File: src/rtl/ram_arbiter.sv
`default_nettype none
// ============================================================================
// Module   : ram_arbiter
// Purpose  : Two-master arbiter and access sequencer for a single-port
//            32x32 synchronous RAM. Each transaction takes IDLE -> ACCESS ->
//            RESP (3 cycles). Read data is returned registered to the
//            master that won the transaction.
// Ports    : clk, reset_n (async, active-low)
//            m0_/m1_ req, wr, addr, wdata     - master request side
//            m0_/m1_ grant, rvalid, rdata     - master response side
//            busy                             - high whenever not IDLE
//            S_cen, S_wen, S_addr, S_din      - RAM pins (registered)
//            S_dout                           - RAM read data
// Config   : ARB_FIXED_PRIO_EN - when defined, m0 always beats m1 and no
//            last-winner state exists; otherwise round-robin arbitration.
// Revision : 1.0 - initial release
// ============================================================================
module ram_arbiter #(
  parameter int ADDR_W = 5,
  parameter int DATA_W = 32
) (
  input  logic              clk,
  input  logic              reset_n,
  input  logic              m0_req,
  input  logic              m0_wr,
  input  logic [ADDR_W-1:0] m0_addr,
  input  logic [DATA_W-1:0] m0_wdata,
  input  logic              m1_req,
  input  logic              m1_wr,
  input  logic [ADDR_W-1:0] m1_addr,
  input  logic [DATA_W-1:0] m1_wdata,
  output logic              m0_grant,
  output logic              m0_rvalid,
  output logic [DATA_W-1:0] m0_rdata,
  output logic              m1_grant,
  output logic              m1_rvalid,
  output logic [DATA_W-1:0] m1_rdata,
  output logic              busy,
  output logic              S_cen,
  output logic              S_wen,
  output logic [ADDR_W-1:0] S_addr,
  output logic [DATA_W-1:0] S_din,
  input  logic [DATA_W-1:0] S_dout
);

  typedef enum logic [1:0] {
    ST_IDLE   = 2'd0,
    ST_ACCESS = 2'd1,
    ST_RESP   = 2'd2
  } state_t;

  state_t              r_state;
  logic                r_sel;      // winner of the transaction in flight (1 = m1)
  logic                r_is_read;  // S_wen is cleared at E1, so remember the op here
  logic [1:0]          r_grant;
  logic [1:0]          r_rvalid;
  logic [DATA_W-1:0]   r_rdata0;
  logic [DATA_W-1:0]   r_rdata1;
  logic                r_busy;
  logic                r_cen;
  logic                r_wen;
  logic [ADDR_W-1:0]   r_addr;
  logic [DATA_W-1:0]   r_din;

  logic                w_any_req;
  logic                w_win;      // 1 = m1 wins this edge
  logic                w_accept;
  logic                w_sel_wr;
  logic [ADDR_W-1:0]   w_sel_addr;
  logic [DATA_W-1:0]   w_sel_wdata;

  assign w_any_req = m0_req | m1_req;
  assign w_accept  = (r_state == ST_IDLE) && w_any_req;

`ifdef ARB_FIXED_PRIO_EN
  // m1 only wins when m0 is silent.
  assign w_win = ~m0_req;
`else
  logic r_last_winner;

  // On a tie the master that did not win last time takes this one.
  always_comb begin
    w_win = m1_req;
    if (m0_req && m1_req) begin
      w_win = ~r_last_winner;
    end
  end

  always_ff @(posedge clk or negedge reset_n) begin
    if (!reset_n) begin
      r_last_winner <= 1'b1;  // m1, so m0 wins the first tie
    end else if (w_accept) begin
      r_last_winner <= w_win;
    end
  end
`endif

  assign w_sel_wr    = w_win ? m1_wr    : m0_wr;
  assign w_sel_addr  = w_win ? m1_addr  : m0_addr;
  assign w_sel_wdata = w_win ? m1_wdata : m0_wdata;

  always_ff @(posedge clk or negedge reset_n) begin
    if (!reset_n) begin
      r_state   <= ST_IDLE;
      r_sel     <= 1'b0;
      r_is_read <= 1'b0;
      r_grant   <= 2'b00;
      r_rvalid  <= 2'b00;
      r_rdata0  <= '0;
      r_rdata1  <= '0;
      r_busy    <= 1'b0;
      r_cen     <= 1'b0;
      r_wen     <= 1'b0;
      r_addr    <= '0;
      r_din     <= '0;
    end else begin
      // grant and rvalid are single-cycle pulses
      r_grant  <= 2'b00;
      r_rvalid <= 2'b00;
      case (r_state)
        ST_IDLE: begin
          r_cen <= 1'b0;
          if (w_any_req) begin
            r_sel          <= w_win;
            r_is_read      <= ~w_sel_wr;
            r_cen          <= 1'b1;
            r_wen          <= w_sel_wr;
            r_addr         <= w_sel_addr;
            r_din          <= w_sel_wdata;
            r_grant[w_win] <= 1'b1;
            r_busy         <= 1'b1;
            r_state        <= ST_ACCESS;
          end
        end
        ST_ACCESS: begin
          // RAM samples its pins at this edge; address/data simply hold.
          r_cen   <= 1'b0;
          r_wen   <= 1'b0;
          r_state <= ST_RESP;
        end
        ST_RESP: begin
          if (r_is_read) begin
            if (r_sel) begin
              r_rdata1 <= S_dout;
            end else begin
              r_rdata0 <= S_dout;
            end
            r_rvalid[r_sel] <= 1'b1;
          end
          r_busy  <= 1'b0;
          r_state <= ST_IDLE;
        end
        default: begin
          r_cen   <= 1'b0;
          r_wen   <= 1'b0;
          r_busy  <= 1'b0;
          r_state <= ST_IDLE;
        end
      endcase
    end
  end

  assign m0_grant  = r_grant[0];
  assign m1_grant  = r_grant[1];
  assign m0_rvalid = r_rvalid[0];
  assign m1_rvalid = r_rvalid[1];
  assign m0_rdata  = r_rdata0;
  assign m1_rdata  = r_rdata1;
  assign busy      = r_busy;
  assign S_cen     = r_cen;
  assign S_wen     = r_wen;
  assign S_addr    = r_addr;
  assign S_din     = r_din;

endmodule
`default_nettype wire
File: config.mk
export PLATFORM = sky130hd
export DESIGN_NAME = ram_arbiter
export DESIGN_NICKNAME = d
export VERILOG_FILES = /design/src/rtl/ram_arbiter.sv
export SDC_FILE = /design/constraint.sdc
export NUM_CORES = 1
export LEC_CHECK = 0
export CORE_ASPECT_RATIO = 1.4
export CORE_MARGIN = 8
export CORE_UTILIZATION = 36
export DETAILED_ROUTE_END_ITERATION = 12
export PLACE_DENSITY = 0.76
export SYNTH_ARGS = -nofsm -noshare
export SYNTH_HDL_FRONTEND = slang
export SYNTH_SLANG_ARGS = --single-unit
File: constraint.sdc
create_clock -name clk -period 1.4 [get_ports clk]
set_input_delay 0.28 -clock clk [delete_from_list [all_inputs] [get_ports clk]]
set_output_delay 0.28 -clock clk [all_outputs]
set_load 0.02 [all_outputs]
== Word level (Yosys, flattened, before mapping) ==
Index checks and enable logic that the tools add are counted.

* $add $sub $neg: 0
* $mul: 0
* Divide/modulo/power cells: 0
* Order comparisons: 4
* Eq/ne operators: 3
* Shifts and indexed selects: 0
* Mux-type cells: 20
* Bitwise logic cells: 6
* Reduce and logical (&&, ||, !) cells: 10

{| class="wikitable"
|+ Operators with widths
! kind !! number
|-
| two-way mux 32 bit || 1
|-
| two-way mux 2 bit || 5
|-
| two-way mux 1 bit || 7
|-
| case mux 1 bit (2 select lines) || 3
|-
| AND reduction 2 bit || 3
|-
| AND reduction 3 bit || 2
|-
| two-way mux 5 bit || 1
|-
| NOT 1 bit || 5
|-
| logical AND 1 bit || 4
|-
| < comparator 1 x 2 -> 1 bit, second input constant || 2
|-
| case mux 2 bit (2 select lines) || 1
|-
| demux 1 bit (select 1 bit) || 2
|-
| equality test 2 x 1 -> 1 bit, second input constant || 1
|-
| equality test 2 bit, second input constant || 1
|-
| >= comparator 1 bit, second input constant || 2
|-
| logical NOT 2 bit || 1
|-
| != test 2 bit, second input constant || 1
|-
| bitwise OR 1 bit || 1
|}

* Bits in registers: 113
* Bits in latches: 0
* Bits in writable memories: 0
* Memory bits (read-only): 0
* Input bits: 112
* Word-level logic and storage cells: 56
* Memories kept: 0

== Longest topological paths before layout ==
* Word-level depth: 8
* Mapped depth: 6

== Worst setup path after synthesis ==
Ideal clock, no wire load.

* Kind: reg2reg
* Start point: register r_state[0]
* End point: register r_rdata0[10], in the netlist m0_rdata[10]
* Arrival: 1336 ps
* Path slack: -61 ps
* Cell stages (with the launch flop): 4
* Buffers on the path: 1
* Period minus slack after synthesis: 1461 ps
* Cell sequence: dfrtp_1 > nor3_2 > buf_6 > mux2_2

* Cells in the longest elaborated chain, start to end: 2

{| class="wikitable"
|+ RTL lines
! what !! line !! source
|-
| start: declaration || 52 || <nowiki>state_t r_state;</nowiki>
|-
| start signal: assignment || 104 || <nowiki>r_state <= ST_IDLE;</nowiki>
|-
| start signal: assignment || 132 || <nowiki>r_state <= ST_ACCESS;</nowiki>
|-
| start signal: assignment || 139 || <nowiki>r_state <= ST_RESP;</nowiki>
|-
| equality test 2 bit || 120 || <nowiki>case (r_state)</nowiki>
|-
| AND reduction 3 bit (no source line) || - ||
|-
| end signal: assignment || 146 || <nowiki>r_rdata0 <= S_dout;</nowiki>
|-
| end: declaration || 57 || <nowiki>logic [DATA_W-1:0] r_rdata0;</nowiki>
|}

Every way passes these cells.
A chain may end at the register's enable or synchronous reset.

== Worst setup path in the final report ==
* Start point: register r_last_winner
* End point: register r_din[12], in the netlist S_din[12]

* Cells in the longest elaborated chain, start to end: 3

{| class="wikitable"
|+ RTL lines
! what !! line !! source
|-
| start: declaration || 79 || <nowiki>logic r_last_winner;</nowiki>
|-
| start signal: assignment || 93 || <nowiki>r_last_winner <= w_win;</nowiki>
|-
| NOT 1 bit || 85 || <nowiki>w_win = ~r_last_winner;</nowiki>
|-
| two-way mux 1 bit || 84 || <nowiki>if (m0_req && m1_req) begin</nowiki>
|-
| two-way mux 32 bit || 100 || <nowiki>assign w_sel_wdata = w_win ? m1_wdata : m0_wdata;</nowiki>
|-
| end signal: assignment || 129 || <nowiki>r_din <= w_sel_wdata;</nowiki>
|-
| end: declaration || 63 || <nowiki>logic [DATA_W-1:0] r_din;</nowiki>
|}

Every way passes these cells.

==> results_dict.tcl <==
set metrics [dict create \
    status "complete, but fails checks" \
    num-fill-cells 956 \
    path_delay_family "flip-flops" \
    clkSinkCount 113 \
    dr.pass1.iters 4 \
    synthesis.instances 296 \
    critPathMaxStageDelay_ns 0.56 \
    min_path_type "in2async" \
    max-clock-path-buffers 2 \
    finalSetupViolCount 63 \
    grt_usage_pct 16.9 \
    critical-path-slowest-cell "dfstp_2" \
    mappedNetlistNets 408 \
    antenna_cells_inserted 0 \
    post-route-drc-count 0 \
    proportion_of_synthesized_chip_area_in_sequential_cells_pct 63.3 \
    start_util_pct 36.5 \
    dieArea_mm2 0.0163 \
    grt_first_pass_wirelength_mm 21.2 \
    violations "negative setup slack" \
    drtAntennaViolNets 0 \
    vias_in_the_first_global_route 3972 \
    reg2reg_setup_slack_ns -0.07 \
    cts.htree.levels 4 \
    rsz0062_at_grt "yes" \
    global_route.overflow_total 0 \
    finalWeightedCongestion 0.792 \
    timing_worst_setup_path_type "reg2reg" \
    core_mm2 0.0123 \
    number_of_antenna_violations_at_the_first_check_in_global_routing 0 \
    fp-row-count 48 \
    worstSetupEndpointType "register" \
    maximum_number_of_pins_on_one_net_before_global_route_repair 58 \
    layout-area-overhead-vs-synth_pct 75.8 \
    startpoint_type "register" \
    tritoncts_clock_tree "done" \
    relSlewSlack_pct 80.2 \
    post_synthesis_cell_area_mm2 0.00447 \
    chipHeight_um 148 \
    period_share_pct 105 \
    layout_setup_ws_ns -0.0722 \
    number_of_nets_in_the_layout 653 \
    post_synth.cell_area_avg_um2 15.1 \
    finalCoreUtilization_pct 64.1 \
    fin_total_pwr_uw 19200 \
    wire_per_inst_um 20.6 \
    layout.cells.most_common_list "110 x dfrtp_1, 109 x clkdlybuf4s50_1, 52 x clkdlybuf4s15_1" \
    clock_skew_ns 0.00756 \
    worst-path-buf-inv 1 \
    final_hpwl_dp_mm 9.90 \
    postSynthRegisterBits 113 \
    critical_path_required_ns 1.68 \
    path_cells "a21boi_4 -> bufbuf_16 -> and3_1 -> a221o_1" \
    fmax_mhz 679 \
    worst_skew_pair.late_latency_ns 0.40 \
    finalHoldViolCount 0 \
    power_density_mw_per_mm2 2440 \
    cts_inserted_buffers 17 \
    synth-warning-count 0 \
    clkTransAtPathRegs_ns 0.05 \
    irDropWorstVdd_mv 1.10 \
    postRouteWirelength_mm 14.5 \
    detailedRoute.firstIterationViolations 108 \
    port_buffers 219 \
    vias 3620 \
    final_common_cell "dfrtp_1" \
    timing_max_transition_violations_final 0 \
    floorplan.io_pins 220 \
    drive_gt1_share_pct 35.2 \
    clockRootBuffer "clkbuf_16" \
    route.detailed.vias_per_inst 5.14 \
    critPathMaxFanout 4 \
    dieWidth_um 110 \
    worst_pin_slew_ns 0.297 \
    crit_path_dat_ns 1.75 \
    power.leakage_uw 0.00360 \
    synthDistinctLibCells 26 \
    min_period_ns 1.47 \
    max_cap_viol_count 0 \
]
through the flow:
stage / instances / TNS (ns) / setup WS, ns / hold WS, ns / cell area [um^2]
after CTS: 700 / -2.13 / -0.0683 / 0.302 / 7670
final: 704 / -1.84 / -0.0722 / 0.315 / 7850
after floorplan: 296 / -0.0424 / -0.00605 / -0.0156 / 4490
after global routing: 704 / -4.21 / -0.108 / 0.327 / 7850
after detailed placement: 661 / -18.23 / -0.535 / 0.191 / 6910
after global placement: 661 / -16.74 / -0.504 / 0.183 / 6910
area by class of cell:
type,count,area (um^2),share of cell area [%]
multi-input combinational,158,1700,21.7
timing repair buffer,248,2490,31.7
clock buffer,22,474,6.04
clock inverter,10,156,1.99
tap,150,188,2.39
sequential,113,2830,36.1
inverter,3,11.3,0.143
power by group:
group / internal (uW) / total (uW) / switching (uW)
sequential: 4920 / 5920 / 1000
combinational: 4370 / 8710 / 4340
clock: 3110 / 4560 / 1450
total: 12400 / 19200 / 6790
logic make-up after synthesis:
kind of cell / after synthesis / synth area share [%]
flip-flops: 113 / 63.3
buffers and inverters: 25 / 3.67
multiplexers: 70 / 17.6
AND/OR/NAND/NOR: 45 / 6.22
AO/OA/AOI/OAI: 43 / 9.16
synth_stat cells:
master    number  area, um^2
nand2_1        1        3.75
and2_1         1        6.26
a211oi_1       1        7.51
dfrtp_1      112        2800
buf_1          2        7.51
o21ba_2        1        10.0
nand4b_1       1        8.76
nor3_2         1        10.0
a21oi_1        1        5.00
and3_1        36         225
inv_1          2        7.51
buf_6          8        90.1
mux2i_1        1        10.0
a21boi_1       1        7.51
nor2_1         3        11.3
clkbuf_1       4        15.0
inv_2          1        3.75
a21o_1         2        15.0
dfstp_2        1        26.3
a221o_1       35         350
mux2_2        69         777
buf_2          8        40.0
nand2b_1       1        6.26
o21ai_2        1        8.76
o21ai_0        1        5.00
nor2b_1        1        6.26
per-layer routing:
metal | up-vias | GRT usage, % | wire, um
met3 | 32 | 7.93 | 1580
met2 | 204 | 27.7 | 7070
li1 | 1610 | - | -
met5 | - | 0 | 0
met1 | 1774 | 17.7 | 5460
met4 | 0 | 8.16 | 405
state kept, by name, summed over array words and instances (netlist names), 2 cells and up:
signal    cells
m1_rdata     32
r_rvalid      2
S_din        32
r_state       2
m0_rdata     32
S_addr        5
r_grant       2
worst paths after layout:
check / from / endpoint / cells after the start
worst max-delay path: r_last_winner$_DFFE_PN1P_ / S_din[12]$_DFFE_PN0P_ / 4
worst min-delay path: reset_n / S_din[15]$_DFFE_PN0P_ / 2
worst max register to register: r_last_winner$_DFFE_PN1P_ / S_din[12]$_DFFE_PN0P_ / 4
worst min register to register: m1_rdata[23]$_DFFE_PN0P_ / m1_rdata[23]$_DFFE_PN0P_ / 1
max in group asynchronous: reset_n / m0_rdata[0]$_DFFE_PN0P_ / 3
min in group clk: m0_wdata[11] / S_din[11]$_DFFE_PN0P_ / 2
worst reg2reg max path, stage by stage, from the launching register on:
cell	delay (ns)
dfstp_2	0.56
a21boi_4	0.09
bufbuf_16	0.27
and3_1	0.16
a221o_1	0.26
repair_timing:
| item | in CTS | in global routing |
|---|---|---|
| setup endpoints to repair | 179 | 127 |
| pin swaps | 0 | 11 |
| gates cloned | 3 | 3 |
| hold endpoints to repair | 18 | 0 |
| hold buffers | 1 | 0 |
| buffers inserted | 3 | 1 |
| gates resized for setup | 196 | 112 |
Power figures use the tool's default switching activity.
